File: src/rtl/shot_clock_ctrl.sv
`timescale 1ns / 1ps
// Shot-clock sequencing controller: converts referee/game events into load, run and
// one-second tick controls for the BCD shot-clock counter, and drives horn/violation.
module shot_clock_ctrl #(
   parameter int CLK_DIV     = 50000000,
   parameter int HORN_CYCLES = 150000000
) (
   input  logic       clk,
   input  logic       rst,
   input  logic       start,
   input  logic       stop,
   input  logic       poss_change,
   input  logic       offr_reb,
   input  logic [7:0] shot_bcd,
   output logic       load,
   output logic [7:0] load_val,
   output logic       run,
   output logic       tick,
   output logic       horn,
   output logic       violation
);

   // state   | meaning
   // IDLE    | after reset, waiting for the first start
   // RUN     | clock running, prescaler counting, ticks issued
   // STOPPED | clock held, partial second preserved in the prescaler
   // EXPIRED | counter reached 00 while running; horn sounds, waits for reload
   typedef enum logic [1:0] {
      IDLE    = 2'd0,
      RUN     = 2'd1,
      STOPPED = 2'd2,
      EXPIRED = 2'd3
   } state_t;

   localparam int PSC_W  = (CLK_DIV > 1) ? $clog2(CLK_DIV) : 1;
   localparam int HORN_W = (HORN_CYCLES > 0) ? $clog2(HORN_CYCLES + 1) : 1;
   localparam logic [PSC_W-1:0]  PSC_LAST  = PSC_W'(CLK_DIV - 1);
   localparam logic [HORN_W-1:0] HORN_LAST = HORN_W'(HORN_CYCLES - 1);
   localparam logic [7:0] BCD_24 = 8'h24;
   localparam logic [7:0] BCD_14 = 8'h14;

   state_t            state;
   logic [PSC_W-1:0]  psc;
   logic [HORN_W-1:0] horn_cnt;
   logic              at_zero;
   logic              below_14;
   logic              psc_wrap;

   assign at_zero  = (shot_bcd == 8'h00);
   // BCD keeps numeric ordering, so a plain binary compare is valid
   assign below_14 = (shot_bcd < BCD_14);
   assign psc_wrap = (psc == PSC_LAST);

   always_ff @(posedge clk or negedge rst) begin
      if (!rst) begin
         state     <= IDLE;
         psc       <= '0;
         horn_cnt  <= '0;
         load      <= 1'b0;
         load_val  <= BCD_24;
         run       <= 1'b0;
         tick      <= 1'b0;
         horn      <= 1'b0;
         violation <= 1'b0;
      end else begin
         load      <= 1'b0;
         tick      <= 1'b0;
         violation <= 1'b0;

         // horn_cnt holds the remaining high cycles after the current one
         if (horn) begin
            if (horn_cnt == '0) begin
               horn <= 1'b0;
            end else begin
               horn_cnt <= horn_cnt - 1'b1;
            end
         end

         if (poss_change) begin
            load     <= 1'b1;
            load_val <= BCD_24;
            psc      <= '0;
            horn     <= 1'b0;
            horn_cnt <= '0;
            run      <= 1'b0;
            state    <= STOPPED;
         end else if (offr_reb) begin
            if (below_14) begin
               load     <= 1'b1;
               load_val <= BCD_14;
               psc      <= '0;
            end else if (state == RUN) begin
               psc  <= psc_wrap ? '0 : psc + 1'b1;
               tick <= psc_wrap;
            end
            if (state == EXPIRED) begin
               state    <= STOPPED;
               horn     <= 1'b0;
               horn_cnt <= '0;
            end
         end else begin
            unique case (state)
               RUN: begin
                  if (at_zero) begin
                     state     <= EXPIRED;
                     run       <= 1'b0;
                     violation <= 1'b1;
                     horn      <= 1'b1;
                     horn_cnt  <= HORN_LAST;
                  end else if (stop) begin
                     // prescaler frozen so the partial second survives the whistle
                     state <= STOPPED;
                     run   <= 1'b0;
                  end else begin
                     psc  <= psc_wrap ? '0 : psc + 1'b1;
                     tick <= psc_wrap;
                  end
               end
               IDLE, STOPPED: begin
                  if (start && !at_zero) begin
                     state <= RUN;
                     run   <= 1'b1;
                  end
               end
               default: begin
               end
            endcase
         end
      end
   end

endmodule

File: config.mk
export PLATFORM = sky130hd
export DESIGN_NAME = shot_clock_ctrl
export DESIGN_NICKNAME = d
export VERILOG_FILES = /design/src/rtl/shot_clock_ctrl.sv
export SDC_FILE = /design/constraint.sdc
export NUM_CORES = 1
export LEC_CHECK = 0
export ABC_AREA = 1
export BUFFER_PORTS_ARGS = -buffer_cell sky130_fd_sc_hd__buf_2
export CAP_MARGIN = 20
export CORE_MARGIN = 2
export CORE_UTILIZATION = 56
export DETAILED_ROUTE_END_ITERATION = 10
export HOLD_SLACK_MARGIN = 0.02
export PLACE_DENSITY_LB_ADDON = 0.1
export SYNTH_ARGS = -nofsm -noshare
export SYNTH_HDL_FRONTEND = slang
export SYNTH_SLANG_ARGS = --single-unit
File: constraint.sdc
create_clock -name clk -period 1.5 [get_ports clk]
set_input_delay 0.15 -clock clk [delete_from_list [all_inputs] [get_ports clk]]
set_output_delay 0.15 -clock clk [all_outputs]
set_load 0.01 [all_outputs]
==> metrics.md <==
| Metric | Value |
|---|---|
| Result of the run | finished with violations |
| Failing checks | setup timing |
| Crit. Startpoint | horn_cnt[13]$_DFF_PN0_ |
| Core footprint | around 8000 sq um |
| Number of non-filler instances in the completed layout | ~950 |
| Max cap viols | 0 |
| Family with the most delay on the worst path | simple AND/OR/NAND/NOR gates |
| Maximum frequency from static timing analysis | roughly 570 MHz |
| Hold Vio Cnt, Final | 0 |
| Width of the die | 93.9 um |
| Number of sinks on the clock net | between 60 and 70 |
| FFs w/ async S/R, synth | 1.00 |
| Number of detailed-route iterations in the first pass | 5 |
| Maximum number of pins on one net before global-route repair | 26 |
| Unique masters post-synth | just over 40 |
| Req. time, crit path | about 1.8 ns |
| Final Cycle Share | 1.17 |
| Total wirelength of the detailed-routed design | 17.2 mm |
| H-tree depth reported by CTS | 3 |
| Worst min-delay path startpoint | poss_change |
| Worst-path cell chain | nor2_4 -> buf_4 -> buf_4 -> inv_1 -> nor2_2 -> nand2_2 -> nor2_2 -> nand3_2 -> a21oi_2 -> nand2_1 -> nand2_1 |
| Number of buffers created by CTS | 9 |
| Cell depth of the worst setup path | 11 |
| Total number of yosys warnings | 0 |
| Final Total Pwr | 0.00425 W |
| Origin of the critical flop-to-flop path | horn_cnt[13]$_DFF_PN0_ |
| Max-slew violation count | 0 |
| Final number of setup-violating endpoints | between 50 and 60 |
| Slack of the critical path | -0.248 ns |
| Post-Synthesis Mean Instance Area | between 6 and 7 sq um |
| Routed via count | about 5500 |
| Global-route usage over all layers | 0.347 |
| Area growth syn-to-layout | 48.8% |
| Number of nets with antenna violations after routing | 0 |
| Overflow after GRT | 0 |
| Largest fanout on the critical path | 3 |
| Clock-pin slew on the worst setup and hold paths | about 0.080 ns |
| Cell count of the worst reg-to-reg path | 11 |
| Stage delay of the slowest cell on the critical path | between 0.4 and 0.5 ns |
| Number of placed instances, taps included | between 900 and 1000 |
| Placer congestion estimate | about 0.96 |
| Critical path buffers and inverters | 3 |
| Nets | 860 |
| Power per standard cell area | 632 nW/um^2 |
| Cells after Synth | 687 |
| Share of layout cells above drive strength 1 | 0.425 |
| Initial cell density of the core | 0.582 |
| Arrival time of data at the critical path endpoint | just over 2 ns |
| Clk Latency, worst-skew pair | approximately 0.36 ns |
| Destination of the critical timing path | horn_cnt[22]$_DFF_PN0_ |
| Leading cell types by total area after synthesis | sky130_fd_sc_hd__dfrtp_1, sky130_fd_sc_hd__nand2_1, sky130_fd_sc_hd__nor2_1, sky130_fd_sc_hd__nand3_1, sky130_fd_sc_hd__inv_1 |
| R2r endpoint | horn_cnt[22]$_DFF_PN0_ |
| Setup skew after layout | between 0.01 and 0.015 ns |
| Maximum ir drop on the vdd rail | approximately 750 uV |
| CP Launch Type | flip-flop |
| Number of synthesized flops with an enable pin | 0 |
| CTS root buffer | sky130_fd_sc_hd__clkbuf_8 |
| Placement Setup Slack | -0.287 ns |
| Crit path capture type | flip-flop |
| Number of antenna violations at the first check in global routing | 0 |
| First-pass GRT wire length | between 20 and 25 mm |
| Sequential-to-total area share from yosys stat | 0.349 |
| Max Buffers Root-to-Sink | 2 |
| Synthesis-stage register bit count | 63 |
| Proportion of netlist area held by the largest area contributor | 0.343 |
| Wire per inst | ~18 um |
| Slowest stage cell, crit path | sky130_fd_sc_hd__dfrtp_2 |
| Post-detailed-route via-to-cell ratio | 5.82 |
| Top FF cell, synth | sky130_fd_sc_hd__dfrtp_1 |
| Type of the setup path with the least slack | reg -> reg |
| Area of the mapped netlist | 4520 sq um |
| Minimum period implied by the final worst setup slack | between 1.5 and 2 ns |
| Port bufs | 20 |
| Setup repair after global routing missed its margin | true |
| Vias in the first global route | about 5200 |
| Die height | roughly 94 um |
| Antenna Cells | 0 |
| Die area | between 8000 and 9000 sq um |
| Dominant cell type by area after synthesis | sky130_fd_sc_hd__dfrtp_1 |
| CTS tree | yes |
| DRC marker count from the first detailed-route iteration | approximately 540 |
| Leakage Power | 3.42 nW |
| Reg-to-reg slack, setup | -0.25 ns |
| Io pins | 27 |
| DRC violation count after routing | 0 |
| Final core utilization | 0.866 |
| Hold Crit Class | in -> reg |
| Placement Rows | 32 |
| Estimated wirelength of the detail-placed design | 9.91 mm |
| Setup TNS | -8.44 ns |
## Yosys cell counts (all sizes together), types with 2 or more instances
| library cell | n |
|---|---|
| inv | 88 |
| ha | 3 |
| nand2 | 211 |
| o31ai | 2 |
| o21bai | 7 |
| nor3 | 15 |
| nand4 | 20 |
| conb | 2 |
| o211ai | 3 |
| a21oi | 10 |
| dfrtp | 62 |
| nor3b | 2 |
| buf | 16 |
| nand3 | 74 |
| o21ai | 25 |
| a31oi | 3 |
| xor2 | 7 |
| nor2 | 128 |
## cells in the final DEF, fill, tap and decap left out, types with 10 or more instances in the layout
master and n:
sky130_fd_sc_hd__nor3_1 10, sky130_fd_sc_hd__inv_1 72, sky130_fd_sc_hd__nor2_2 28, sky130_fd_sc_hd__nand3_2 26, sky130_fd_sc_hd__nand2_1 163, sky130_fd_sc_hd__dfrtp_1 59
sky130_fd_sc_hd__o21ai_1 13, sky130_fd_sc_hd__nand4_1 20, sky130_fd_sc_hd__clkbuf_8 10, sky130_fd_sc_hd__nand2_2 38, sky130_fd_sc_hd__buf_2 20, sky130_fd_sc_hd__nor2_4 35
sky130_fd_sc_hd__nand3_1 42, sky130_fd_sc_hd__buf_4 117, sky130_fd_sc_hd__nor2_1 66, sky130_fd_sc_hd__buf_6 14, sky130_fd_sc_hd__inv_2 11
## worst min-delay path by stage
stage,end,slack (ns),depth (start not counted)
2_1_floorplan,horn$_DFF_PN0_,-0.15,0
3_3_place_gp,horn_cnt[18]$_DFF_PN0_,0.13,1
3_5_place_dp,horn_cnt[18]$_DFF_PN0_,0.14,1
4_1_cts,load_val[4]$_DFFE_PN0P_,0.06,2
5_1_grt,violation$_DFF_PN0_,0.08,2
6_report,violation$_DFF_PN0_,0.06,2
## routing by layer
layer	vias up	wire [um]	global-route usage	share of wire
li1	2486	-	-	-
met1	2605	6010	0.378	0.35
met2	331	8950	0.649	0.52
met3	103	1190	0.0554	0.069
met4	0	1030	0.164	0.060
met5	-	0	0	0
## per-stage QoR
| step | hold slack, ns | area [sq um] |
|---|---|---|
| 6_report | 0.0621 | 6730 |
| 5_1_grt | 0.0783 | 6730 |
| 3_5_place_dp | 0.139 | 5540 |
| 4_1_cts | 0.0624 | 6130 |
| 3_3_place_gp | 0.133 | 5540 |
| 2_1_floorplan | -0.146 | 4570 |
## final cells by class
type	instances	area [sq um]
timing repair buffer	157	1250
clock inverter	4	70.1
fill	420	1040
sequential	63	1580
tap	102	128
inverter	89	362
clock buffer	11	141
multi-input combinational	523	3200
## timing repair
item | CTS | global route
pin swaps | 40 | 55
gates resized for setup | 84 | 126
hold endpoints to repair | 15 | 0
hold buffers | 1 | 0
setup endpoints to repair | 52 | 56
cloned | 1 | 1
buffers inserted | 11 | 14
## report_power, final
group | internal [W] | switching (W) | leakage, nW | total (W)
registers | 0.00175 | 0.0000571 | 0.862 | 0.00181
logic | 0.000287 | 0.000437 | 2.45 | 0.000724
clock network | 0.000968 | 0.000752 | 0.109 | 0.00172
total | 0.00301 | 0.00125 | 3.42 | 0.00425
## sequential cells by signal, summed over array words and instances, names as in the netlist
name	count
horn_cnt	28
horn	1
load	1
load_val	2
run	1
psc	26
state	2
tick	1
violation	1
## logic make-up (layout without fill, tap and decap cells)
group                    after synthesis  after routing  share of synthesized area
AO/OA/AOI/OAI                         51             51                     0.0711
flip-flops                            63             63                      0.349
AND/OR/NAND/NOR                      454            455                      0.452
buffers and inverters                106            261                      0.102
other                                  2              6                    0.00166
XOR/XNOR                               8              8                     0.0155
adder cells (fa/ha/maj)                3              3                    0.00830
(Power assumes the default switching activity.)
